===== src/rtl/nonoverlap_clkgen_ctrl.sv =====
// nonoverlap_clkgen_ctrl
// Produces a two-phase non-overlapping clock pair (MOD / MODN) separated by
// programmable dead time, plus a slow clock (MODL) that toggles every DIV
// periods. The timing configuration can be changed at run time. A change is
// staged and takes effect at the next period boundary, so the current period
// always finishes with consistent timing.
//
// Ports
//   CLK_IN, RST_N_IN      clock, asynchronous active-low reset
//   EN_IN                 run request (level); sampled in IDLE and at each boundary
//   CFG_VALID_IN/READY_OUT configuration handshake
//   CFG_HALF_IN           high-phase length in cycles (0 is rejected)
//   CFG_DEAD_IN           dead-time length in cycles (0 removes the dead phases)
//   CFG_DIV_IN            MODL divider in periods (0 behaves as 1)
//   CLK_OUT_MOD/MODN      non-overlapping phase clocks
//   CLK_OUT_MODL          slow clock
//   BUSY_OUT              FSM not in IDLE
//   PERIOD_TICK_OUT       high on the last cycle of every period
//   CFG_ERR_OUT           one-cycle pulse after a rejected transfer
//   STATE_DBG_OUT         current FSM state, for observation
//
// Handshake: a configuration transfer happens at a rising edge where
// CFG_VALID_IN and CFG_READY_OUT are both high. READY does not depend on
// VALID. The source holds its data stable while VALID is high and READY is low.
module nonoverlap_clkgen_ctrl #(
    parameter int unsigned CNT_W    = 8,
    parameter int unsigned HALF_DEF = 12,
    parameter int unsigned DEAD_DEF = 4,
    parameter int unsigned DIV_DEF  = 1
) (
    input  logic             CLK_IN,
    input  logic             RST_N_IN,
    input  logic             EN_IN,
    input  logic             CFG_VALID_IN,
    output logic             CFG_READY_OUT,
    input  logic [CNT_W-1:0] CFG_HALF_IN,
    input  logic [CNT_W-1:0] CFG_DEAD_IN,
    input  logic [CNT_W-1:0] CFG_DIV_IN,
    output logic             CLK_OUT_MOD,
    output logic             CLK_OUT_MODN,
    output logic             CLK_OUT_MODL,
    output logic             BUSY_OUT,
    output logic             PERIOD_TICK_OUT,
    output logic             CFG_ERR_OUT,
    output logic [2:0]       STATE_DBG_OUT
);

    typedef enum logic [2:0] {
        ST_IDLE    = 3'd0,
        ST_PH_MOD  = 3'd1,
        ST_DEAD1   = 3'd2,
        ST_PH_MODN = 3'd3,
        ST_DEAD2   = 3'd4
    } state_e;

    localparam logic [CNT_W-1:0] ONE = CNT_W'(1);

    state_e           state_q, state_d;
    logic [CNT_W-1:0] cnt_q, cnt_d;
    logic [CNT_W-1:0] half_q, dead_q, div_q;
    logic [CNT_W-1:0] half_n, dead_n, div_n;
    logic [CNT_W-1:0] stg_half_q, stg_dead_q, stg_div_q;
    logic [CNT_W-1:0] stg_half_d, stg_dead_d, stg_div_d;
    logic             stg_vld_q, stg_vld_d;
    logic [CNT_W-1:0] pcnt_q, pcnt_d;
    logic             modl_q, modl_d;
    logic             mod_q, modn_q, busy_q, tick_q, err_q, ready_q;
    logic             tick_d, ready_d;

    logic             xfer, xfer_ok, xfer_bad;
    logic [CNT_W-1:0] in_div;
    logic             boundary, apply;

    assign xfer     = CFG_VALID_IN && ready_q;
    assign xfer_ok  = xfer && (CFG_HALF_IN != '0);
    assign xfer_bad = xfer && (CFG_HALF_IN == '0);
    assign in_div   = (CFG_DIV_IN == '0) ? ONE : CFG_DIV_IN;

    // Last cycle of a period: end of DEAD2, or end of PH_MODN when DEAD is 0.
    assign boundary = (cnt_q == '0) &&
                      ((state_q == ST_DEAD2) ||
                       ((state_q == ST_PH_MODN) && (dead_q == '0)));
    // The active config can change only between periods (IDLE or boundary).
    assign apply    = (state_q == ST_IDLE) || boundary;

    // Config for the next period. A transfer in the same cycle takes priority.
    // Both sources cannot be present at once because READY is low while staged.
    always_comb begin
        half_n     = half_q;
        dead_n     = dead_q;
        div_n      = div_q;
        stg_half_d = stg_half_q;
        stg_dead_d = stg_dead_q;
        stg_div_d  = stg_div_q;
        stg_vld_d  = stg_vld_q;
        if (apply) begin
            stg_vld_d = 1'b0;
            if (xfer_ok) begin
                half_n = CFG_HALF_IN;
                dead_n = CFG_DEAD_IN;
                div_n  = in_div;
            end else if (stg_vld_q) begin
                half_n = stg_half_q;
                dead_n = stg_dead_q;
                div_n  = stg_div_q;
            end
        end else if (xfer_ok) begin
            stg_half_d = CFG_HALF_IN;
            stg_dead_d = CFG_DEAD_IN;
            stg_div_d  = in_div;
            stg_vld_d  = 1'b1;
        end
    end

    always_comb begin
        state_d = state_q;
        cnt_d   = cnt_q;
        unique case (state_q)
            ST_IDLE: begin
                if (EN_IN) begin
                    state_d = ST_PH_MOD;
                    cnt_d   = half_n - ONE;
                end
            end
            ST_PH_MOD: begin
                if (cnt_q != '0) begin
                    cnt_d = cnt_q - ONE;
                end else if (dead_q != '0) begin
                    state_d = ST_DEAD1;
                    cnt_d   = dead_q - ONE;
                end else begin
                    state_d = ST_PH_MODN;
                    cnt_d   = half_q - ONE;
                end
            end
            ST_DEAD1: begin
                if (cnt_q != '0) begin
                    cnt_d = cnt_q - ONE;
                end else begin
                    state_d = ST_PH_MODN;
                    cnt_d   = half_q - ONE;
                end
            end
            ST_PH_MODN, ST_DEAD2: begin
                if (cnt_q != '0) begin
                    cnt_d = cnt_q - ONE;
                end else if ((state_q == ST_PH_MODN) && (dead_q != '0)) begin
                    state_d = ST_DEAD2;
                    cnt_d   = dead_q - ONE;
                end else if (EN_IN) begin
                    state_d = ST_PH_MOD;
                    cnt_d   = half_n - ONE;
                end else begin
                    state_d = ST_IDLE;
                    cnt_d   = '0;
                end
            end
            default: begin
                state_d = ST_IDLE;
                cnt_d   = '0;
            end
        endcase
    end

    // The period counter counts boundaries under the current divider. A new
    // divider restarts the count so MODL phase is defined from that point.
    always_comb begin
        pcnt_d = pcnt_q;
        modl_d = modl_q;
        if (state_d == ST_IDLE) begin
            pcnt_d = '0;
            modl_d = 1'b0;
        end else if (boundary) begin
            if (div_n != div_q) begin
                pcnt_d = '0;
            end else if (pcnt_q >= div_q - ONE) begin
                pcnt_d = '0;
                modl_d = ~modl_q;
            end else begin
                pcnt_d = pcnt_q + ONE;
            end
        end
    end

    // Outputs are registered from the next state. dead_q is correct here
    // because PH_MODN/DEAD2 are never entered on an edge that updates config.
    always_comb begin
        tick_d  = (cnt_d == '0) &&
                  ((state_d == ST_DEAD2) ||
                   ((state_d == ST_PH_MODN) && (dead_q == '0)));
        ready_d = (state_d == ST_IDLE) || !stg_vld_d;
    end

    always_ff @(posedge CLK_IN or negedge RST_N_IN) begin
        if (!RST_N_IN) begin
            state_q    <= ST_IDLE;
            cnt_q      <= '0;
            half_q     <= CNT_W'(HALF_DEF);
            dead_q     <= CNT_W'(DEAD_DEF);
            div_q      <= CNT_W'(DIV_DEF);
            stg_half_q <= '0;
            stg_dead_q <= '0;
            stg_div_q  <= '0;
            stg_vld_q  <= 1'b0;
            pcnt_q     <= '0;
            modl_q     <= 1'b0;
            mod_q      <= 1'b0;
            modn_q     <= 1'b0;
            busy_q     <= 1'b0;
            tick_q     <= 1'b0;
            err_q      <= 1'b0;
            ready_q    <= 1'b0;
        end else begin
            state_q    <= state_d;
            cnt_q      <= cnt_d;
            half_q     <= half_n;
            dead_q     <= dead_n;
            div_q      <= div_n;
            stg_half_q <= stg_half_d;
            stg_dead_q <= stg_dead_d;
            stg_div_q  <= stg_div_d;
            stg_vld_q  <= stg_vld_d;
            pcnt_q     <= pcnt_d;
            modl_q     <= modl_d;
            mod_q      <= (state_d == ST_PH_MOD);
            modn_q     <= (state_d == ST_PH_MODN);
            busy_q     <= (state_d != ST_IDLE);
            tick_q     <= tick_d;
            err_q      <= xfer_bad;
            ready_q    <= ready_d;
        end
    end

    assign CLK_OUT_MOD     = mod_q;
    assign CLK_OUT_MODN    = modn_q;
    assign CLK_OUT_MODL    = modl_q;
    assign BUSY_OUT        = busy_q;
    assign PERIOD_TICK_OUT = tick_q;
    assign CFG_ERR_OUT     = err_q;
    assign CFG_READY_OUT   = ready_q;
    assign STATE_DBG_OUT   = state_q;

endmodule

===== config.mk =====
export PLATFORM = sky130hd
export DESIGN_NAME = nonoverlap_clkgen_ctrl
export DESIGN_NICKNAME = d
export VERILOG_FILES = /design/src/rtl/nonoverlap_clkgen_ctrl.sv
export SDC_FILE = /design/constraint.sdc
export NUM_CORES = 1
export LEC_CHECK = 0
export BUFFER_PORTS_ARGS = -buffer_cell sky130_fd_sc_hd__buf_2
export CORE_MARGIN = 8
export CORE_UTILIZATION = 47
export DETAILED_ROUTE_END_ITERATION = 10
export MAX_ROUTING_LAYER = met4
export PLACE_DENSITY = 0.66
export SLEW_MARGIN = 25
export SYNTH_ARGS = -nofsm -noshare
export SYNTH_HDL_FRONTEND = slang
export SYNTH_SLANG_ARGS = --single-unit
export TNS_END_PERCENT = 100

===== constraint.sdc =====
create_clock -name CLK_IN -period 4.3 [get_ports CLK_IN]
set_clock_uncertainty 0.2 [all_clocks]
set_input_delay 0.215 -clock CLK_IN [delete_from_list [all_inputs] [get_ports CLK_IN]]
set_output_delay 0.215 -clock CLK_IN [all_outputs]
set_load 0.05 [all_outputs]

==> impl_metrics.toml, run 1 <==
[finish]
antenna_cells = 0
multi_input_comb_area_um2 = 2880
num-fill-cells = 926
drive_gt1_frac = 0.175
fin_area_um2 = 5750
area_growth_syn_to_layout_pct = 16.1
instances_no_fill = 758
finalCoreUtilization = 0.559
final_nets = 660
regArea_um2 = 1880

[synthesis]
synth-simple-area-share = 0.213
synth_fp_nets = 600
synthMuxAreaShare = 0.0705
synth_edf_count = 0
synthArstFlopShare = 1.00
yosysWarnings = 0
synth_compound_area_frac = 0.207
synthXorXnorAreaFrac = 0.0531
ys_seq_area_frac = 0.380
synth-adder-area-share = 0.0379
ys.flop_type = "dfrtp_1"
ys_ff_latch = 75
synth_cells = 557
syn_area_um2 = 4950
yosysUniqueCellTypes = 73
synth_top_family_by_area = "simple AND/OR/NAND/NOR gates"
syn_area_per_cell_um2 = 8.89

[run]
maxCapViolCount = 0

[timing]
drv_slew = 0
fin_crit_ns = 3.90
max_freq_mhz = 257
worst_pin_slew_ns = 0.692
fin_crit_sh = 0.907
hold_violations = 0
post-route-worst-setup-slack_ns = 0.402
setup_viol = 0
timing.hold.ws_ns = 0.141
tns_ns = 0
max_slew_margin = 0.538
rsz0062_at_grt = "false"

[global_routing]
globalRouteOverflowTotal = 0
grt_pass1_wl_mm = 22.0
grt_pass1_vias = 4295
antenna_found_initial = 0
grt_max_degree = 76
track_usage = 0.193

[detailed_routing]
vias = 4426
drc = 0
vias_per_cell = 5.84
drt_pass1_iterations = 7
wl_mm = 12.9
antenna_left = 0
wl_per_cell_um = 17.0
drtIter0Drc = 368

[placed_design]
pre_cts_ws_ns = 0.448
place_inst = 716
port_buffers = 37
placed_area_um2 = 5270
place_congestion = 0.916
place_hpwl_mm = 9.38

[worst_setup_path]
crit_fanout = 10
worstSetupStartpointType = "register"
crit_start = "cnt_q[0]"
cp.arrival_ns = 3.95
cp-end-kind = "register"
cp.required_ns = 4.35
crit_type = "reg -> reg"
worstReg2RegStart = "cnt_q[0]"

[clocking]
cts_tree = "done"
insertion_delay_ns = 0.35
ctsResizeCount = 0
htree_num_levels = 3
cts-root-buf = "clkbuf_8"
clock_sinks = 75
clk_path_buf_depth = 2
numCtsBuffers = 9
cts.clk_slew.worst_paths_ns = 0.08

[floorplanning]
initial_core_util = 0.482
die_h_um = 119
die_w_um = 119
io_pins = 38
fp.dieArea_um2 = 14100
coreArea_um2 = 10300
rows = 37

[power_and_ir_drop]
ir_drop_v = 0.000378
leakage_nw = 2.49
p_per_area_nw_per_um2 = 728
total_power_mw = 4.18

[min_path]
hold_start = "EN_IN"
hold_path.class = "in -> reg"

[status]
status = "finished clean"
-- cells by family (layout without fill, tap and decap cells) --
logic type,Yosys count,in the layout
buf+inv,43,108
mux,32,32
compound gates,147,147
simple gates,215,215
flops,75,75
fa+ha+maj,15,15
xor+xnor,30,30
-- report_power, final --
group | switching (mW) | leakage (nW) | internal [mW] | total [mW]
Sequential | 0.395 | 0.881 | 1.05 | 1.44
Clock | 0.289 | 0.103 | 0.289 | 0.578
Combinational | 1.22 | 1.51 | 0.938 | 2.16
-- registers in the layout, summed over array words and instances, names as in the netlist --
signal	cells
stg_dead_q	8
div_q	8
BUSY_OUT	1
half_q	8
dead_q	8
stg_vld_q	1
CLK_OUT_MODL	1
cnt_q	8
STATE_DBG_OUT	3
pcnt_q	8
CLK_OUT_MOD	1
CFG_ERR_OUT	1
CFG_READY_OUT	1
CLK_OUT_MODN	1
PERIOD_TICK_OUT	1
stg_div_q	8
stg_half_q	8
-- worst max-delay path, cell delays in order, from the launching register on --
cell and delay [ns]:
dfrtp_1 0.40, inv_1 0.11, ha_1 0.23, nor4b_2 0.33, a21o_1 0.27, and2_0 0.45, a22oi_1 0.17, ha_1 0.33
or3_1 0.10, o21ai_0 0.07, a22o_1 0.20, a211o_1 0.28, or4_1 0.42, nor4_1 0.23
-- area by class of cell --
class,instances,share of cell area
multi-input cells,439,0.501
flip-flops and latches,75,0.327
repair buffers,75,0.0943
well taps,136,0.0296
clock buffers,10,0.0239
clock inverters,6,0.0126
inverters,17,0.0111
-- layout by cell type (no fill, tap or decap), types with 4 or more instances in the layout --
master / Yosys / layout
a211o_1: 4 / 4
a211oi_1: 4 / 4
a21o_1: 9 / 9
a21oi_1: 27 / 27
a22o_1: 5 / 5
a22oi_1: 5 / 5
a31oi_1: 13 / 13
and2_1: 5 / 5
buf_2: 3 / 36
buf_4: 3 / 12
clkbuf_8: 0 / 10
dfrtp_1: 71 / 71
dfstp_2: 4 / 4
dlygate4sd3_1: 0 / 26
ha_1: 15 / 15
inv_1: 16 / 16
mux2_2: 23 / 23
mux2i_1: 9 / 9
nand2_1: 78 / 78
nand2b_1: 6 / 6
nand3_1: 8 / 8
nand3b_1: 6 / 6
nand4_1: 4 / 4
nor2_1: 50 / 50
nor2b_1: 4 / 4
nor3_1: 18 / 18
nor4_1: 6 / 6
o211ai_1: 8 / 8
o21a_1: 4 / 4
o21ai_0: 26 / 26
o21ai_1: 5 / 5
o221ai_1: 5 / 5
o22ai_1: 4 / 4
or3_1: 7 / 7
or4_1: 5 / 5
xnor2_1: 21 / 21
xor2_1: 9 / 9
-- path summary, 6_finish.rpt --
kind                                    to  slack (ns)  cells past startpoint
max in group asynchronous        half_q[7]        3.17                      2
max                        PERIOD_TICK_OUT        0.40                     13
min reg2reg                   stg_div_q[0]        0.28                      2
max reg2reg                PERIOD_TICK_OUT        0.40                     13
min in group asynchronous     stg_div_q[3]        0.24                      2
min                               cnt_q[4]        0.14                      2
-- synthesized netlist by cell type (9+ instances only) --
| cell | count | area [um2] |
|---|---|---|
| o21ai_0 | 26 | 130 |
| mux2i_1 | 9 | 90.1 |
| inv_1 | 16 | 60.1 |
| dfrtp_1 | 71 | 1780 |
| ha_1 | 15 | 188 |
| nor2_1 | 50 | 188 |
| mux2_2 | 23 | 259 |
| a21oi_1 | 27 | 135 |
| a21o_1 | 9 | 67.6 |
| clkbuf_1 | 17 | 63.8 |
| nand2_1 | 78 | 293 |
| nor3_1 | 18 | 90.1 |
| a31oi_1 | 13 | 81.3 |
| xor2_1 | 9 | 78.8 |
| xnor2_1 | 21 | 184 |
-- per-layer routing --
layer | GRT usage | part of all wire | up-vias | wire (um)
met2 | 0.301 | 0.47 | 130 | 6010
met4 | 0.0609 | 0.017 | 0 | 214
met1 | 0.256 | 0.47 | 2126 | 6110
li1 | - | - | 2152 | -
met3 | 0.0257 | 0.043 | 18 | 557
met5 | - | 0 | - | 0
-- timing repair --
item,CTS,global route
hold buffers,26,0
setup endpoints to repair,0,0
hold endpoints to repair,105,0
buffers inserted,0,0
(Power assumes the default switching activity.)
==> run 2: changes to the inputs <==
RECOVER_POWER = 100   (was not set)
==> impl_metrics.toml, run 2 (synthesized netlist as in run 1, its figures left out) <==
[status]
status = "finished with violations"
violations = "capacitance limit, slew limit"

[floorplanning]
coreArea_um2 = 10300
fp.dieArea_um2 = 14100
die_h_um = 119
io_pins = 38
initial_core_util = 0.482
die_w_um = 119
rows = 37

[timing]
fin_crit_sh = 0.929
fin_crit_ns = 3.99
worst_pin_slew_ns = 1.88
setup_viol = 0
rsz0062_at_grt = "false"
tns_ns = 0
hold_violations = 0
max_freq_mhz = 250
max_slew_margin = -0.253
drv_slew = 76

[clocking]
ctsResizeCount = 0
htree_num_levels = 3
cts_hold_buf = 26
clock_sinks = 75
cts-root-buf = "clkbuf_8"
insertion_delay_ns = 0.36
postCtsSetupRepairBufs = 0
cts.clk_slew.worst_paths_ns = 0.08
clk_path_buf_depth = 2
numCtsBuffers = 9
cts_tree = "done"

[worst_setup_path]
crit_fanout = 9
r2r_setup_slack_ns = 0.37
crit_start = "CFG_HALF_IN[1]"
crit_type = "in -> reg"
rr_worst_depth = 11
worstSetupStartpointType = "primary input"
cp.arrival_ns = 4.05
cp.required_ns = 4.35
cp-end-kind = "register"
worstReg2RegStart = "cnt_q[0]"
r2r_end = "PERIOD_TICK_OUT"

[global_routing]
grt_pass1_vias = 4295
antenna_found_initial = 0
track_usage = 0.193
grt_max_degree = 76
grt_pass1_wl_mm = 22.0
globalRouteOverflowTotal = 0

[detailed_routing]
drtIter0Drc = 342
drc = 0
vias = 4435
antenna_left = 0
drt_pass1_iterations = 5
wl_mm = 12.9
vias_per_cell = 5.85
wl_per_cell_um = 17.1

[min_path]
whs_endpoint = "cnt_q[4]"
hold_start = "EN_IN"
hold_depth = 2
hold_path.class = "in -> reg"

[power_and_ir_drop]
power_frac_seq = 0.347
total_power_mw = 4.16
ir_drop_v = 0.000377
combPwrFrac = 0.514
p_per_area_nw_per_um2 = 732
leakage_nw = 2.44
intPower_mw = 2.26
p_clk_frac = 0.139
swShare = 0.457
switchingPower_mw = 1.90

[finish]
area_growth_syn_to_layout_pct = 14.9
final_cell_mix = "78 x nand2_1, 71 x dfrtp_1, 51 x nor2_1"
final_common_cell = "nand2_1"
drive_gt1_frac = 0.145
antenna_cells = 0
final_nets = 660

[placed_design]
place_congestion = 0.916
place_hpwl_mm = 9.38
port_buffers = 37

[run]
maxCapViolCount = 1
-- run 2: routing by layer --
| metal | wire [um] | track usage | up-vias | share of wire |
|---|---|---|---|---|
| met2 | 6030 | 0.301 | 136 | 0.47 |
| met3 | 524 | 0.0257 | 18 | 0.040 |
| met4 | 221 | 0.0609 | 0 | 0.017 |
| met5 | 0 | - | - | 0 |
| met1 | 6170 | 0.256 | 2132 | 0.48 |
| li1 | - | - | 2149 | - |
-- run 2: stage by stage --
step	utilization	hold slack, ns	worst slack, ns	instances	instance area, um2
after floorplan	-	-0.281	0.693	557	4950
after global placement	0.513	0.224	0.593	716	5270
after detailed placement	0.513	0.230	0.448	716	5270
after CTS	0.559	0.120	0.421	758	5740
after global routing	0.553	0.151	0.0654	758	5690
final	0.553	0.139	0.305	758	5690
-- run 2: final cells by class --
class,instances,area [um2]
Timing Repair Buffer,75,507
Tap cell,136,170
Clock inverter,6,72.6
Multi-Input combinational cell,439,2850
Sequential cell,75,1880
Clock buffer,10,138
Fill cell,942,4590
Inverter,17,63.8
-- run 2: worst max-delay path by stage --
stage / to / slack, ns / cells past startpoint
3_5_place_dp: PERIOD_TICK_OUT / 0.45 / 13
5_1_grt: CLK_OUT_MODL / 0.07 / 11
4_1_cts: PERIOD_TICK_OUT / 0.42 / 13
2_1_floorplan: PERIOD_TICK_OUT / 0.69 / 13
3_3_place_gp: PERIOD_TICK_OUT / 0.59 / 13
6_report: PERIOD_TICK_OUT / 0.31 / 14
-- run 2: critical path: stages --
cell and delay [ns]:
dlygate4sd3_1 0.53, buf_2 0.13, or4_1 0.62, o21a_1 0.26
o211ai_1 0.26, buf_4 0.25, a22oi_1 0.13, ha_1 0.33
or3_1 0.10, o21ai_0 0.07, a22o_1 0.20, a211o_1 0.28
or4_1 0.42, nor4_1 0.24
-- run 2: power by group through the flow --
stage | Clock (mW) | Sequential (mW) | Combinational (mW)
final | 0.578 | 1.44 | 2.14
after global routing | 0.620 | 1.50 | 2.39
after CTS | 0.592 | 1.44 | 2.15
after detailed placement | 0 | 1.45 | 2.12
after global placement | 0 | 1.43 | 2.08
after floorplan | 0 | 1.38 | 1.62
